[src/rtl/sdram_req_arbiter.sv]
// Write/read burst arbiter in front of the SDRAM controller: issues bursts when the FIFOs allow,
// alternates on contention, and walks circular address pointers inside programmable windows.
module sdram_req_arbiter #(
  parameter int ADDR_W = 24,
  parameter int LVL_W  = 10
) (
  input  logic              clk,
  input  logic              rst,
  input  logic              sdram_init_done,
  input  logic [LVL_W-1:0]  wr_fifo_level,
  input  logic [LVL_W-1:0]  rd_fifo_room,
  input  logic              rd_enable,
  input  logic [LVL_W-1:0]  wr_burst_len,
  input  logic [LVL_W-1:0]  rd_burst_len,
  input  logic [ADDR_W-1:0] wr_min_addr,
  input  logic [ADDR_W-1:0] wr_max_addr,
  input  logic [ADDR_W-1:0] rd_min_addr,
  input  logic [ADDR_W-1:0] rd_max_addr,
  input  logic              wr_load,
  input  logic              rd_load,
  output logic              sdram_wr_req,
  output logic              sdram_rd_req,
  input  logic              sdram_wr_ack,
  input  logic              sdram_rd_ack,
  output logic [ADDR_W-1:0] sdram_wr_addr,
  output logic [ADDR_W-1:0] sdram_rd_addr,
  output logic [LVL_W-1:0]  sdram_wr_burst,
  output logic [LVL_W-1:0]  sdram_rd_burst,
  output logic              busy
);

  localparam int PAD = ADDR_W + 1 - LVL_W;
  localparam logic [ADDR_W:0] ONE = 1;

  typedef enum logic [2:0] {IDLE, WR_REQ, WR_ACT, RD_REQ, RD_ACT} state_t;

  state_t state, state_nxt;

  logic              last_wr;
  logic              wr_elig, rd_elig;
  logic              wr_grant, rd_grant;
  logic              wr_done, rd_done;
  logic              wr_busy, rd_busy;
  logic              wr_load_pend, rd_load_pend;
  logic [ADDR_W-1:0] wr_ptr, rd_ptr;
  logic [ADDR_W:0]   wr_nxt, wr_end, wr_lim;
  logic [ADDR_W:0]   rd_nxt, rd_end, rd_lim;

  assign wr_elig = sdram_init_done && (wr_burst_len != '0) && (wr_fifo_level >= wr_burst_len);
  assign rd_elig = sdram_init_done && rd_enable && (rd_burst_len != '0) &&
                   (rd_fifo_room >= rd_burst_len);

  always_ff @(posedge clk) begin
    if (rst) state <= IDLE;
    else     state <= state_nxt;
  end

  // On contention the direction that did not win last time is granted.
  always_comb begin
    state_nxt = state;
    wr_grant  = 1'b0;
    rd_grant  = 1'b0;
    case (state)
      IDLE: begin
        if (wr_elig && (!rd_elig || !last_wr)) begin
          state_nxt = WR_REQ;
          wr_grant  = 1'b1;
        end else if (rd_elig) begin
          state_nxt = RD_REQ;
          rd_grant  = 1'b1;
        end
      end
      WR_REQ:  if (sdram_wr_ack)  state_nxt = WR_ACT;
      WR_ACT:  if (!sdram_wr_ack) state_nxt = IDLE;
      RD_REQ:  if (sdram_rd_ack)  state_nxt = RD_ACT;
      RD_ACT:  if (!sdram_rd_ack) state_nxt = IDLE;
      default: state_nxt = IDLE;
    endcase
  end

  assign wr_done = (state == WR_ACT) && !sdram_wr_ack;
  assign rd_done = (state == RD_ACT) && !sdram_rd_ack;
  assign wr_busy = (state == WR_REQ) || (state == WR_ACT);
  assign rd_busy = (state == RD_REQ) || (state == RD_ACT);

  // Wrap early so the following burst can never run past the window end.
  assign wr_nxt = {1'b0, wr_ptr} + {{PAD{1'b0}}, sdram_wr_burst};
  assign wr_end = wr_nxt + {{PAD{1'b0}}, sdram_wr_burst};
  assign wr_lim = {1'b0, wr_max_addr} + ONE;
  assign rd_nxt = {1'b0, rd_ptr} + {{PAD{1'b0}}, sdram_rd_burst};
  assign rd_end = rd_nxt + {{PAD{1'b0}}, sdram_rd_burst};
  assign rd_lim = {1'b0, rd_max_addr} + ONE;

  always_ff @(posedge clk) begin
    if (rst) begin
      last_wr        <= 1'b0;
      sdram_wr_burst <= '0;
      sdram_rd_burst <= '0;
    end else if (wr_grant) begin
      last_wr        <= 1'b1;
      sdram_wr_burst <= wr_burst_len;
    end else if (rd_grant) begin
      last_wr        <= 1'b0;
      sdram_rd_burst <= rd_burst_len;
    end
  end

  // A load during the pointer's own transaction is deferred so the address stays stable.
  always_ff @(posedge clk) begin
    if (rst) begin
      wr_ptr       <= wr_min_addr;
      wr_load_pend <= 1'b0;
    end else if (wr_done) begin
      wr_load_pend <= 1'b0;
      if (wr_load || wr_load_pend || (wr_end > wr_lim)) wr_ptr <= wr_min_addr;
      else                                              wr_ptr <= wr_nxt[ADDR_W-1:0];
    end else if (wr_load) begin
      if (wr_busy) wr_load_pend <= 1'b1;
      else         wr_ptr       <= wr_min_addr;
    end
  end

  always_ff @(posedge clk) begin
    if (rst) begin
      rd_ptr       <= rd_min_addr;
      rd_load_pend <= 1'b0;
    end else if (rd_done) begin
      rd_load_pend <= 1'b0;
      if (rd_load || rd_load_pend || (rd_end > rd_lim)) rd_ptr <= rd_min_addr;
      else                                              rd_ptr <= rd_nxt[ADDR_W-1:0];
    end else if (rd_load) begin
      if (rd_busy) rd_load_pend <= 1'b1;
      else         rd_ptr       <= rd_min_addr;
    end
  end

  assign sdram_wr_req  = (state == WR_REQ);
  assign sdram_rd_req  = (state == RD_REQ);
  assign sdram_wr_addr = wr_ptr;
  assign sdram_rd_addr = rd_ptr;
  assign busy          = (state != IDLE);

endmodule

[config.mk]
export PLATFORM = sky130hd
export DESIGN_NAME = sdram_req_arbiter
export DESIGN_NICKNAME = d
export VERILOG_FILES = /design/src/rtl/sdram_req_arbiter.sv
export SDC_FILE = /design/constraint.sdc
export NUM_CORES = 1
export LEC_CHECK = 0
export CAP_MARGIN = 20
export CORE_ASPECT_RATIO = 0.7
export CORE_MARGIN = 5
export CORE_UTILIZATION = 50
export CTS_CLUSTER_DIAMETER = 50
export DETAILED_ROUTE_END_ITERATION = 10
export MAX_ROUTING_LAYER = met4
export PLACE_DENSITY = 0.79
export SLEW_MARGIN = 20
export SYNTH_ARGS = -nofsm -noshare
export SYNTH_HDL_FRONTEND = slang
export SYNTH_SLANG_ARGS = --single-unit
[constraint.sdc]
create_clock -name clk -period 11.6 [get_ports clk]
set_clock_uncertainty 0.1 [all_clocks]
set_input_delay 1.74 -clock clk [delete_from_list [all_inputs] [get_ports clk]]
set_output_delay 1.74 -clock clk [all_outputs]
set_load 0.01 [all_outputs]
==> results of run 1 <==
==> cell usage in the layout (no fill, tap or decap), drive strengths merged, types with 35 or more instances in the layout <==
cell type and count:
ha 114, xnor2 72, clkdlybuf4s50 214, nand2 89, o21ai 35, nor2 80, nand3 37, mux2i 37
a21o 35, inv 76, edfxtp 48, a21oi 43, xor2 47
==> state kept, by name, indices dropped and copies added, names as in the netlist <==
name	count
sdram_rd_addr	24
sdram_wr_addr	24
sdram_rd_burst	10
sdram_wr_burst	10
state	3
last_wr	1
rd_load_pend	1
wr_load_pend	1
==> metal layers <==
metal	vias up	GRT usage, %	part of all wire, %
met5	-	-	0
met4	0	2.788	0.68
met3	17	5.065	8.0
met2	293	36.36	42
met1	3798	35.70	50
li1	4181	-	-
==> where the power goes <==
group | internal [mW] | leakage (nW) | switching (mW)
logic | 0.233 | 3.85 | 0.243
registers | 0.310 | 0.698 | 0.0332
clock network | 0.161 | 0.148 | 0.124
==> critical path: stages, from the launching register on <==
cell and delay (ns):
edfxtp_1 0.41, ha_1 0.26, fa_1 0.42, a21o_1 0.22, a41oi_1 0.28, nand2_1 0.17
xor2_1 0.18, ha_1 0.34, o21ai_0 0.09, a21oi_1 0.33, o2111ai_1 0.23, or4_1 0.57
nor3b_1 0.28, xor2_1 0.17, ha_1 0.26, a21o_1 0.16, a21o_1 0.17, a21oi_1 0.14
a2bb2oi_1 0.17, a21oi_1 0.10, a2111oi_0 0.47, a31oi_2 0.26, buf_4 0.34, mux2_2 0.29
==> logic make-up (layout without fill, tap and decap cells) <==
family	count (synthesis)	count (layout)	share of synthesized area (%)
xor+xnor	119	119	11.91
buf+inv	94	306	4.119
fa+ha+maj	118	118	17.22
flops	74	74	22.43
simple gates	343	343	19.26
mux	68	68	8.224
compound gates	212	212	16.83
==> area by class of cell <==
class | instances | area [um2]
clock buffers | 11 | 254.0
clock inverters | 5 | 43.79
fillers | 1435 | 5732
inverters | 73 | 274.0
multi-input cells | 860 | 6447
flip-flops and latches | 74 | 1962
well taps | 231 | 289.0
repair buffers | 217 | 2165
==> through the flow <==
stage	cells	area (um2)	setup slack (ns)	util, %	hold WS (ns)
floorplan	1028	8748	5.659	-	0.3696
global placement	1455	11130	4.799	64.82	0.3916
detailed placement	1455	11130	4.666	64.82	0.4023
CTS	1471	11420	4.806	66.55	0.4119
global route	1471	11430	4.509	66.61	0.4421
finish	1471	11430	4.933	66.61	0.4236
==> worst paths after layout <==
check                           end  slack [ns]
setup reg to reg   sdram_rd_addr[6]        4.93
hold / removal    sdram_wr_burst[6]        0.42
hold reg to reg   sdram_wr_burst[6]        0.42
setup / recovery   sdram_rd_addr[6]        4.93
==> results.py, run 1 <==
metrics = {
    "timing": {
        "setup_violations": 0,
        "slew_headroom_pct": 45.26,
        "worstMarginPinSlew_ns": 0.8162,
        "rsz0062_at_grt": "no",
        "post-route-min-period_ns": 6.667,
        "maxSlewViolCount": 0,
        "finalHoldViolCount": 0,
        "setup_tns_ns": 0,
        "max_freq_mhz": 150.0,
        "min_period_over_period_pct": 57.47,
    },
    "yosys": {
        "yosys_warnings": 0,
        "synth.distinct_cells": 67,
        "synth.top_cell.area_share_pct": 16.48,
        "mappedNetlistArea_um2": 8748,
        "synthCells": 1028,
        "yosysSeqAreaShare_pct": 22.43,
        "syn_avg_cell_area_um2": 8.510,
        "yosys-top-cells-area": "edfxtp_1 (16%), ha_1 (16%), xnor2_1 (7.2%), dfxtp_1 (5.9%), xor2_1 (4.7%)",
        "synth_seq_cells": 74,
        "synth_edf_count": 48,
        "synth_area_leader_cell": "edfxtp_1",
        "yosysMostFrequentCell": "ha_1",
        "synth-main-ff-cell": "edfxtp_1",
        "syn_nets": 1290,
        "ys_async_sr_fraction_pct": 0,
        "synth_common_cells": "ha_1 (114), nand2_1 (89), nor2_1 (80), xnor2_1 (72), inv_1 (71)",
    },
    "cts": {
        "cts-resized-gates": 0,
        "clock_latency_ns": 0.34,
        "clock-sinks": 74,
        "cts_hold_buf": 0,
        "root_buffer": "clkbuf_16",
        "path_clk_slew_ns": 0.06,
        "cts_tree": "built",
        "htree_num_levels": 3,
        "clockBufferDepth": 2,
        "cts_setup_buffers": 0,
        "cts-buffers-inserted": 9,
    },
    "power": {
        "powerDensity_nw_per_um2": 96.59,
        "leakage_nw": 4.693,
        "max-vdd-ir-drop_v": 0.00005917,
        "finalPower_mw": 1.104,
    },
    "floorplanning": {
        "start_util_pct": 50.96,
        "die_y_um": 120.7,
        "die-width_um": 168.1,
        "core_um2": 17170,
        "rows": 40,
        "fp.dieArea_um2": 20280,
        "io_pins": 215,
    },
    "final_layout": {
        "antennaDiodeCount": 0,
        "nets": 1497,
        "synthToLayoutAreaGrowth_pct": 30.71,
        "drive_gt1_share_pct": 5.403,
    },
    "grt": {
        "grt_pass1_wl_mm": 39.92,
        "grt.overflow.total": 0,
        "grt_max_degree": 46,
        "grt_usage_pct": 24.54,
        "grt_pass1_vias": 7967,
        "antenna_found_initial": 0,
    },
    "critical_path": {
        "crit_path_start_kind": "flop",
        "path_class": "flop to flop",
        "reg2regPathDepth": 23,
        "crit_path_start": "sdram_rd_addr[0]",
        "critPathArrivalTime_ns": 6.66,
        "critPathRequiredTime_ns": 11.59,
        "end_kind": "flop",
        "critPathMaxFanout": 15,
        "crit-reg2reg-launch": "sdram_rd_addr[0]",
    },
    "route": {
        "wire_per_inst_um": 16.90,
        "routed_wl_mm": 24.85,
        "vias_per_cell": 5.635,
        "drt_pass1_iterations": 6,
        "ant_nets": 0,
        "num_vias": 8289,
        "drc": 0,
        "drt_iter0_drc": 581,
    },
    "place": {
        "routabilityCongestion": 0.9265,
        "hpwl_mm": 20.44,
        "port_buffers": 214,
    },
    "status": {
        "status": "finished clean",
    },
    "run": {
        "drv_cap": 0,
    },
    "min_path": {
        "hold_path_depth": 2,
        "hp-start": "sdram_wr_burst[6]",
        "hold_class": "flop to flop",
    },
}
Power figures use the tool's default switching activity.
==> run 2, diff against run 1 <==
==> constraint.sdc (replaced) <==
create_clock -name clk -period 6.3 [get_ports clk]
set_clock_uncertainty 0.1 [all_clocks]
set_input_delay 0.945 -clock clk [delete_from_list [all_inputs] [get_ports clk]]
set_output_delay 0.945 -clock clk [all_outputs]
set_load 0.01 [all_outputs]
==> run 2 against run 1 <==
Total power grew 87%. Worst setup slack lost 4.7 ns. Worst hold slack gained 0.00051 ns. Highest routed layer unchanged. Largest cell class unchanged.
==> results.py, run 2 (same netlist as run 1, synthesis figures left out) <==
metrics = {
    "status": {
        "status": "finished clean",
    },
    "route": {
        "vias_per_cell": 5.622,
        "wire_per_inst_um": 17.74,
        "num_vias": 8393,
        "drt_pass1_iterations": 5,
        "routed_wl_mm": 26.49,
        "ant_nets": 0,
        "drc": 0,
        "drt_iter0_drc": 494,
    },
    "power": {
        "leakage_nw": 4.840,
        "finalPower_mw": 2.060,
        "powerDensity_nw_per_um2": 174.9,
        "max-vdd-ir-drop_v": 0.0001215,
    },
    "timing": {
        "slew_headroom_pct": 23.29,
        "min_period_over_period_pct": 96.39,
        "setup_tns_ns": 0,
        "finalHoldViolCount": 0,
        "maxSlewViolCount": 0,
        "holdWs_ns": 0.4241,
        "post-route-min-period_ns": 6.073,
        "setup_violations": 0,
        "max_freq_mhz": 164.7,
        "worstMarginPinSlew_ns": 1.135,
    },
    "critical_path": {
        "critPathArrivalTime_ns": 6.06,
        "path_class": "flop to flop",
        "critPathRequiredTime_ns": 6.29,
        "critPathMaxFanout": 12,
        "crit_path_start_kind": "flop",
        "end_kind": "flop",
        "rrSetupSlack_ns": 0.23,
    },
    "grt": {
        "use_met2_pct": 37.24,
        "grt_pass1_wl_mm": 40.83,
        "gr-usage-met1_pct": 35.72,
        "grt_pass1_vias": 8051,
        "antenna_found_initial": 0,
        "grt_util_met3_pct": 6.993,
        "grt_usage_pct": 25.32,
        "grt_max_degree": 46,
        "busiest_layer": "met2",
        "grt.overflow.total": 0,
    },
    "cts": {
        "clock_latency_ns": 0.34,
        "root_buffer": "clkbuf_16",
        "cts-buffers-inserted": 9,
        "path_clk_slew_ns": 0.07,
        "clock-sinks": 74,
        "htree_num_levels": 3,
        "cts_tree": "built",
        "clockBufferDepth": 2,
    },
    "floorplanning": {
        "rows": 40,
        "io_pins": 215,
        "die-width_um": 168.1,
        "core_um2": 17170,
        "start_util_pct": 50.96,
        "fp.dieArea_um2": 20280,
        "die_y_um": 120.7,
    },
    "run": {
        "drv_cap": 0,
    },
    "min_path": {
        "hold_class": "flop to flop",
    },
    "place": {
        "dpl_cell_area_um2": 11250,
        "port_buffers": 214,
        "hpwl_mm": 21.16,
        "dpl.cell_count": 1466,
        "routabilityCongestion": 0.9380,
    },
    "final_layout": {
        "drive_gt1_share_pct": 8.716,
        "nets": 1519,
        "final_cell_mix": "clkdlybuf4s50_1 (214), ha_1 (109), nand2_1 (89)",
        "fin_area_um2": 11780,
        "finalNonFillerCells": 1493,
        "antennaDiodeCount": 0,
        "multi_input_area_um2": 6559,
        "seq_area_um2": 1963,
        "final_common_cell": "clkdlybuf4s50_1",
        "synthToLayoutAreaGrowth_pct": 34.65,
        "n_fill_cell": 1353,
    },
}
run 2: changes by cell type in the layout (fill, tap and decap cells not counted), moves of 3 or more:
cell / before / now
a211oi_1: 21 / 18
a211oi_2: 0 / 3
buf_4: 3 / 20
ha_1: 114 / 109
ha_2: 0 / 5
run 2: critical path, stage by stage, from the launching register on:
cell       delay (ns)
edfxtp_1         0.42
ha_2             0.23
fa_1             0.41
a21o_1           0.21
a41oi_2          0.24
nand2_1          0.15
a31oi_1          0.22
xnor2_1          0.17
ha_2             0.25
a21o_1           0.15
a21oi_1          0.05
nor2_1           0.14
o2111ai_1        0.18
or4_4            0.47
buf_4            0.17
nor3_1           0.17
xor2_1           0.17
ha_1             0.25
nand4_1          0.12
nor2_1           0.07
and3_1           0.21
a21o_1           0.22
a2111oi_4        0.43
a31oi_4          0.10
clkbuf_16        0.23
mux2_2           0.27
run 2: worst paths after layout:
kind               startpoint           endpoint  cells after the start
max          sdram_rd_addr[0]  sdram_rd_addr[22]                     25
min              wr_load_pend       wr_load_pend                      2
max reg2reg  sdram_rd_addr[0]  sdram_rd_addr[22]                     25
min reg2reg      wr_load_pend       wr_load_pend                      2
run 2: repair_timing:
item,4_1_cts,5_1_grt
hold buffers,0,0
setup buffers,0,9
resized for setup,0,26
endpoints found under the setup margin,0,48
hold endpoints to repair,0,0
run 2: stage by stage:
stage	util (%)	setup slack (ns)
6_report	68.62	0.2273
5_1_grt	68.62	-0.06034
4_1_cts	67.27	0.04557
3_5_place_dp	65.53	0.06958
3_3_place_gp	65.40	0.2887
2_1_floorplan	-	0.3592
run 2: final cells by class:
cell class,instances,area share [%]
multi-input combinational,860,55.68
timing repair buffer,239,20.35
sequential,74,16.66
clock inverter,5,0.3717
clock buffer,11,2.156
tap,231,2.454
inverter,73,2.326
run 2: per-layer routing:
metal | up-vias | routed length [um]
met1 | 3839 | 12880
li1 | 4239 | -
met3 | 28 | 2139
met2 | 287 | 11210
met4 | 0 | 254
met5 | - | 0
run 2: power by group:
| part | switching (mW) | total (mW) | internal, mW |
|---|---|---|---|
| registers | 0.0627 | 0.633 | 0.570 |
| logic | 0.461 | 0.907 | 0.446 |
| clock network | 0.223 | 0.520 | 0.297 |
| total | 0.746 | 2.06 | 1.31 |
